**src/rtl/bus_fabric.sv**
```systemverilog
// bus_fabric: decodes core read/write requests onto NDEV address windows, issues
// one-cycle strobes, and returns registered data, a done pulse or an error.
module bus_fabric #(
  parameter int                 NDEV    = 4,
  parameter logic [NDEV*32-1:0] BASES   = {NDEV{32'h0}},
  parameter logic [NDEV*6-1:0]  MASKS   = {NDEV{6'd12}},
  parameter int                 TIMEOUT = 16
) (
  input  logic               clk,
  input  logic               rst_n,
  input  logic               clk_enable,
  input  logic               r_en,
  input  logic [31:0]        r_addr,
  input  logic               w_en,
  input  logic [31:0]        w_addr,
  input  logic [1:0]         mode,
  input  logic [31:0]        w_data,
  output logic [31:0]        r_data,
  output logic               busy,
  output logic               done,
  output logic               err,
  output logic [31:0]        err_addr,
  output logic [NDEV-1:0]    dev_r_en,
  output logic [NDEV-1:0]    dev_w_en,
  output logic [31:0]        dev_addr,
  output logic [1:0]         dev_mode,
  output logic [31:0]        dev_w_data,
  input  logic [NDEV*32-1:0] dev_r_data,
  input  logic [NDEV-1:0]    dev_ack
);
  localparam int TW = $clog2(TIMEOUT + 1);
  localparam int SW = NDEV > 1 ? $clog2(NDEV) : 1;
  typedef enum logic [1:0] {IDLE, ISSUE, WAIT, DONE} state_t;
  state_t state_q, state_d;
  logic [SW-1:0] sel_q, sel_d, hit_sel;
  logic [31:0] req_addr, hit_off;
  logic [31:0] addr_q, addr_d, wdata_q, wdata_d, rdata_q, rdata_d, eaddr_q, eaddr_d, full_q, full_d;
  logic [1:0] mode_q, mode_d;
  logic [TW-1:0] cnt_q, cnt_d;
  logic wr_q, wr_d, err_q, err_d, hit_any, misalign, ack, stb;
  logic [NDEV-1:0] onehot;
  // Descending scan so the lowest hitting slot is the one left standing.
  always_comb begin
    req_addr = w_en ? w_addr : r_addr;
    hit_any = 1'b0;
    hit_sel = '0;
    hit_off = '0;
    for (int i = NDEV - 1; i >= 0; i--) begin
      if ((req_addr >> MASKS[6*i+:6]) == (BASES[32*i+:32] >> MASKS[6*i+:6])) begin
        hit_any = 1'b1;
        hit_sel = SW'(i);
        hit_off = req_addr & ((32'd1 << MASKS[6*i+:6]) - 32'd1);
      end
    end
  end
  assign misalign = (mode == 2'b11) | ((mode == 2'b01) & req_addr[0]) | ((mode == 2'b10) & (|req_addr[1:0]));
  assign ack = dev_ack[sel_q];
  always_comb begin
    state_d = state_q;
    sel_d = sel_q;
    addr_d = addr_q;
    wdata_d = wdata_q;
    rdata_d = rdata_q;
    eaddr_d = eaddr_q;
    full_d = full_q;
    mode_d = mode_q;
    cnt_d = cnt_q;
    wr_d = wr_q;
    err_d = err_q;
    if (clk_enable) begin
      case (state_q)
        IDLE: begin
          if (r_en & w_en) begin
            state_d = DONE;
            err_d = 1'b1;
            eaddr_d = w_addr;
          end else if (r_en | w_en) begin
            if (!hit_any || misalign) begin
              state_d = DONE;
              err_d = 1'b1;
              eaddr_d = req_addr;
            end else begin
              state_d = ISSUE;
              sel_d = hit_sel;
              addr_d = hit_off;
              mode_d = mode;
              wdata_d = w_data;
              wr_d = w_en;
              full_d = req_addr;
              cnt_d = '0;
            end
          end
        end
        ISSUE, WAIT: begin
          if (ack) begin
            state_d = DONE;
            rdata_d = wr_q ? rdata_q : dev_r_data[32*sel_q+:32];
          end else if (cnt_q == TW'(TIMEOUT - 1)) begin
            state_d = DONE;
            err_d = 1'b1;
            eaddr_d = full_q;
            rdata_d = wr_q ? rdata_q : '0;
          end else begin
            state_d = WAIT;
            cnt_d = cnt_q + 1'b1;
          end
        end
        default: begin
          state_d = IDLE;
          err_d = 1'b0;
        end
      endcase
    end
  end
  always_ff @(posedge clk or negedge rst_n) begin
    if (!rst_n) begin
      state_q <= IDLE;
      sel_q <= '0;
      addr_q <= '0;
      wdata_q <= '0;
      rdata_q <= '0;
      eaddr_q <= '0;
      full_q <= '0;
      mode_q <= '0;
      cnt_q <= '0;
      wr_q <= 1'b0;
      err_q <= 1'b0;
    end else begin
      state_q <= state_d;
      sel_q <= sel_d;
      addr_q <= addr_d;
      wdata_q <= wdata_d;
      rdata_q <= rdata_d;
      eaddr_q <= eaddr_d;
      full_q <= full_d;
      mode_q <= mode_d;
      cnt_q <= cnt_d;
      wr_q <= wr_d;
      err_q <= err_d;
    end
  end
  // Gated by clk_enable so a stalled ISSUE never repeats the strobe.
  assign stb = (state_q == ISSUE) & clk_enable;
  assign onehot = NDEV'(1) << sel_q;
  assign dev_r_en = (stb & ~wr_q) ? onehot : '0;
  assign dev_w_en = (stb & wr_q) ? onehot : '0;
  assign busy = state_q != IDLE;
  assign done = state_q == DONE;
  assign err = err_q;
  assign r_data = rdata_q;
  assign err_addr = eaddr_q;
  assign dev_addr = addr_q;
  assign dev_mode = mode_q;
  assign dev_w_data = wdata_q;
endmodule

```
**config.mk**
```make
export PLATFORM = sky130hd
export DESIGN_NAME = bus_fabric
export DESIGN_NICKNAME = d
export VERILOG_FILES = /design/src/rtl/bus_fabric.sv
export SDC_FILE = /design/constraint.sdc
export NUM_CORES = 1
export LEC_CHECK = 0
export CORE_MARGIN = 10
export CORE_UTILIZATION = 36
export CTS_CLUSTER_SIZE = 30
export DETAILED_ROUTE_END_ITERATION = 7
export GPL_TIMING_DRIVEN = 0
export PLACE_DENSITY_LB_ADDON = 0.25
export SLEW_MARGIN = 0
export SYNTH_ARGS = -nofsm -noshare
export SYNTH_HDL_FRONTEND = slang
export SYNTH_SLANG_ARGS = --single-unit
```
**constraint.sdc**
```tcl
create_clock -name clk -period 3.9 [get_ports clk]
set_clock_uncertainty 0.2 [all_clocks]
set_input_delay 0.585 -clock clk [delete_from_list [all_inputs] [get_ports clk]]
set_output_delay 0.585 -clock clk [all_outputs]
set_load 0.05 [all_outputs]
```
==> impl_metrics.py <==
metrics = {
    "status": {
        "status": "finished, final reports clean",
    },
    "placement": {
        "dp_slack_ps": 533,
        "hpwl_um": 16100,
        "numPortBuffers": 248,
        "routabilityCongestion": 0.790,
    },
    "global_routing": {
        "met1_usage": 0.208,
        "grt_use_met3": 0.0656,
        "overflow": 0,
        "grt_max_degree": 95,
        "top_usage_layer": "met2",
        "grt_use_met2": 0.268,
        "grt_pass1_vias": 5788,
        "grt_pass1_wl_um": 33900,
        "track_usage": 0.168,
        "antenna_found_initial": 0,
    },
    "critical_path": {
        "r2r_cells": 9,
        "r2r-end": "cnt_q[2]",
        "critPathMaxStageDelay_ps": 880,
        "crit_chain": "inv_1 > ha_1 > inv_1 > clkdlybuf4s50_1",
        "worstSetupPathType": "reg2out",
        "crit_slowest_cell": "clkdlybuf4s50_1",
        "regToRegSetupSlack_ps": 950,
        "crit_family": "buffers and inverters",
        "startpoint_type": "flip-flop",
        "critPathArrivalTime_ps": 2230,
        "endpoint_kind": "primary output",
        "r2r-start": "cnt_q[0]",
        "cp.required_ps": 3120,
        "crit_fanout": 8,
        "critical_path_buf_inv_count": 3,
        "crit_top_cell": "inv_1",
    },
    "layout": {
        "final_common_cell": "clkdlybuf4s50_1",
        "drive_above_1_share": 0.163,
        "sequential_cell_area_um2": 3780,
        "final_cell_mix": "247 x clkdlybuf4s50_1, 151 x dfrtp_1, 103 x nand2_1",
        "multi_input_area_um2": 2820,
        "diodes": 0,
        "nets": 1161,
        "fillers": 1646,
        "area_growth_pct": 50.2,
        "final_util": 0.555,
    },
    "sta": {
        "rsz0062_at_grt": "false",
        "fin_setup_tns_ps": 0,
        "slew_headroom": 0.603,
        "worst_pin_slew_ps": 591,
        "layout_setup_ws_ps": 883,
        "period_needed_ps": 3020,
        "hold_viol_final": 0,
        "final.period_utilization": 0.774,
        "finalMaxSlewViolations": 0,
        "setup_violations": 0,
        "fmaxAchievable_mhz": 331,
    },
    "floorplanning": {
        "die_width_um": 159,
        "rows": 50,
        "die_h_um": 159,
        "io_pins": 376,
        "die_area_um2": 25400,
        "core_um2": 18900,
        "start_util": 0.370,
    },
    "pwr": {
        "swShare": 0.431,
        "power.switching_mw": 3.11,
        "p_leak_nw": 4.90,
        "pwr-share-seq": 0.293,
        "p_clk_frac": 0.220,
        "peakVddDrop_mv": 0.314,
        "pwr-share-comb": 0.487,
        "intPower_mw": 4.10,
        "power.density_nw_per_um2": 688,
    },
    "clock_network": {
        "path_clk_slew_ps": 60,
        "numCtsBuffers": 17,
        "htree_levels": 4,
        "insertion_delay_ps": 420,
        "clock-root-buffer": "clkbuf_16",
        "cts_resized": 0,
        "clock-sinks": 151,
        "cts_tree": "yes",
        "clockBufferDepth": 2,
        "post-cts-setup-buffers": 0,
    },
    "min_path": {
        "min_path_type": "reg2reg",
        "worstHoldStart": "r_data[7]",
        "holdPathEnd": "r_data[7]",
        "min_path_cells": 2,
    },
    "synth": {
        "syn-cell-area_um2": 6990,
        "synth_flop_cell": "dfrtp_1",
        "syn_inst": 626,
        "yosysWarnings": 0,
        "synth_cell_types": 43,
        "async_flop_share": 1.00,
        "seq_area_frac_synth": 0.541,
        "ys_ff_latch": 151,
        "synth_area_per_cell_um2": 11.2,
        "synth_edf_count": 0,
    },
    "drt": {
        "post_drt_via_cell_ratio": 4.61,
        "postRouteAntennaNets": 0,
        "routed_wl_um": 21300,
        "post_drt_wl_per_cell_um": 17.9,
        "drt_iter0_drc": 233,
        "vias": 5501,
        "post-route-drc-count": 0,
        "drt_first_pass_iters": 4,
    },
    "run": {
        "max-cap-violations": 0,
    },
}
-- registers in the layout, indices dropped and copies added (netlist names) --
| signal | count |
|---|---|
| dev_mode | 2 |
| dev_addr | 12 |
| wr_q | 1 |
| cnt_q | 5 |
| full_q | 32 |
| dev_w_data | 32 |
| r_data | 32 |
| state_q | 2 |
| err | 1 |
| err_addr | 32 |
-- cells by family (layout without fill, tap and decap cells) --
family                   after synthesis  count (layout)  synth area share
other                                  1              26          0.000537
flip-flops                           151             151             0.541
multiplexers                         101             101             0.173
AO/OA/AOI/OAI                         78              78            0.0652
AND/OR/NAND/NOR                      216             216             0.141
adder cells (fa/ha/maj)                6               6            0.0107
buffers and inverters                 73             354            0.0686
-- synthesized netlist by cell type (all sizes together), types with 2 or more instances --
cell	instances	area [µm²]
nor4	5	31.3
ha	6	75.1
buf	46	378
and2	2	12.5
a211oi	3	27.5
inv	8	30.0
a22o	2	17.5
nand3	36	180
nor3b	2	26.3
mux2	70	897
clkbuf	19	71.3
nor3	5	25.0
nor2b	20	125
nor2	33	124
nand4	3	18.8
o21ai	36	180
o31ai	2	15.0
a21oi	25	125
dfrtp	151	3780
o21a	2	15.0
nand2	103	387
and3	2	12.5
mux2i	31	310
-- worst min-delay path: stages (launching register included) --
cell     delay [ps]
dfrtp_1         340
nand2_1          50
nand2_1          40
-- through the flow --
step	total power [mW]	hold slack, ps	instance area (µm²)	cells
6_report	7.21	262	10500	1192
3_5_place_dp	5.68	255	9920	1160
2_1_floorplan	4.44	89.4	7080	651
3_3_place_gp	5.64	249	9890	1159
4_1_cts	7.30	269	10500	1192
5_1_grt	7.61	287	10500	1192
-- power by group through the flow --
stage,clock network (mW),registers (mW),logic (mW)
6_report,1.59,2.11,3.51
4_1_cts,1.64,2.11,3.55
3_3_place_gp,0,2.13,3.51
2_1_floorplan,0,3.21,1.23
3_5_place_dp,0,2.14,3.54
5_1_grt,1.71,2.17,3.73
-- how the worst max path moves through the flow --
stage / slack (ps) / startpoint / endpoint / depth (start not counted)
2_1_floorplan: 1270 / cnt_q[0] / cnt_q[2] / 9
3_3_place_gp: -4400 / rst_n / r_data[21] / 1
3_5_place_dp: 530 / w_addr[26] / full_q[1] / 10
4_1_cts: 840 / state_q[0] / busy / 4
5_1_grt: 770 / state_q[1] / err_addr[2] / 7
6_report: 880 / state_q[0] / busy / 4
-- layout make-up --
| type | instances | area share |
|---|---|---|
| Tap cell | 260 | 0.0310 |
| Clock inverter | 12 | 0.0113 |
| Clock buffer | 19 | 0.0422 |
| Buffer | 65 | 0.0428 |
| Inverter | 8 | 0.00286 |
| Sequential cell | 151 | 0.360 |
| Multi-Input combinational cell | 427 | 0.269 |
| Timing Repair Buffer | 250 | 0.241 |
-- metal layers --
layer | vias up | wire length [µm]
met5 | - | 0
met1 | 2648 | 9280
met2 | 171 | 10100
met4 | 0 | 367
li1 | 2664 | -
met3 | 18 | 1560
-- repair_timing --
item	in CTS	in global routing
hold buffers	1	0
endpoints found under the hold margin	57	0
endpoints found under the setup margin	0	0
Power figures use the tool's default switching activity.
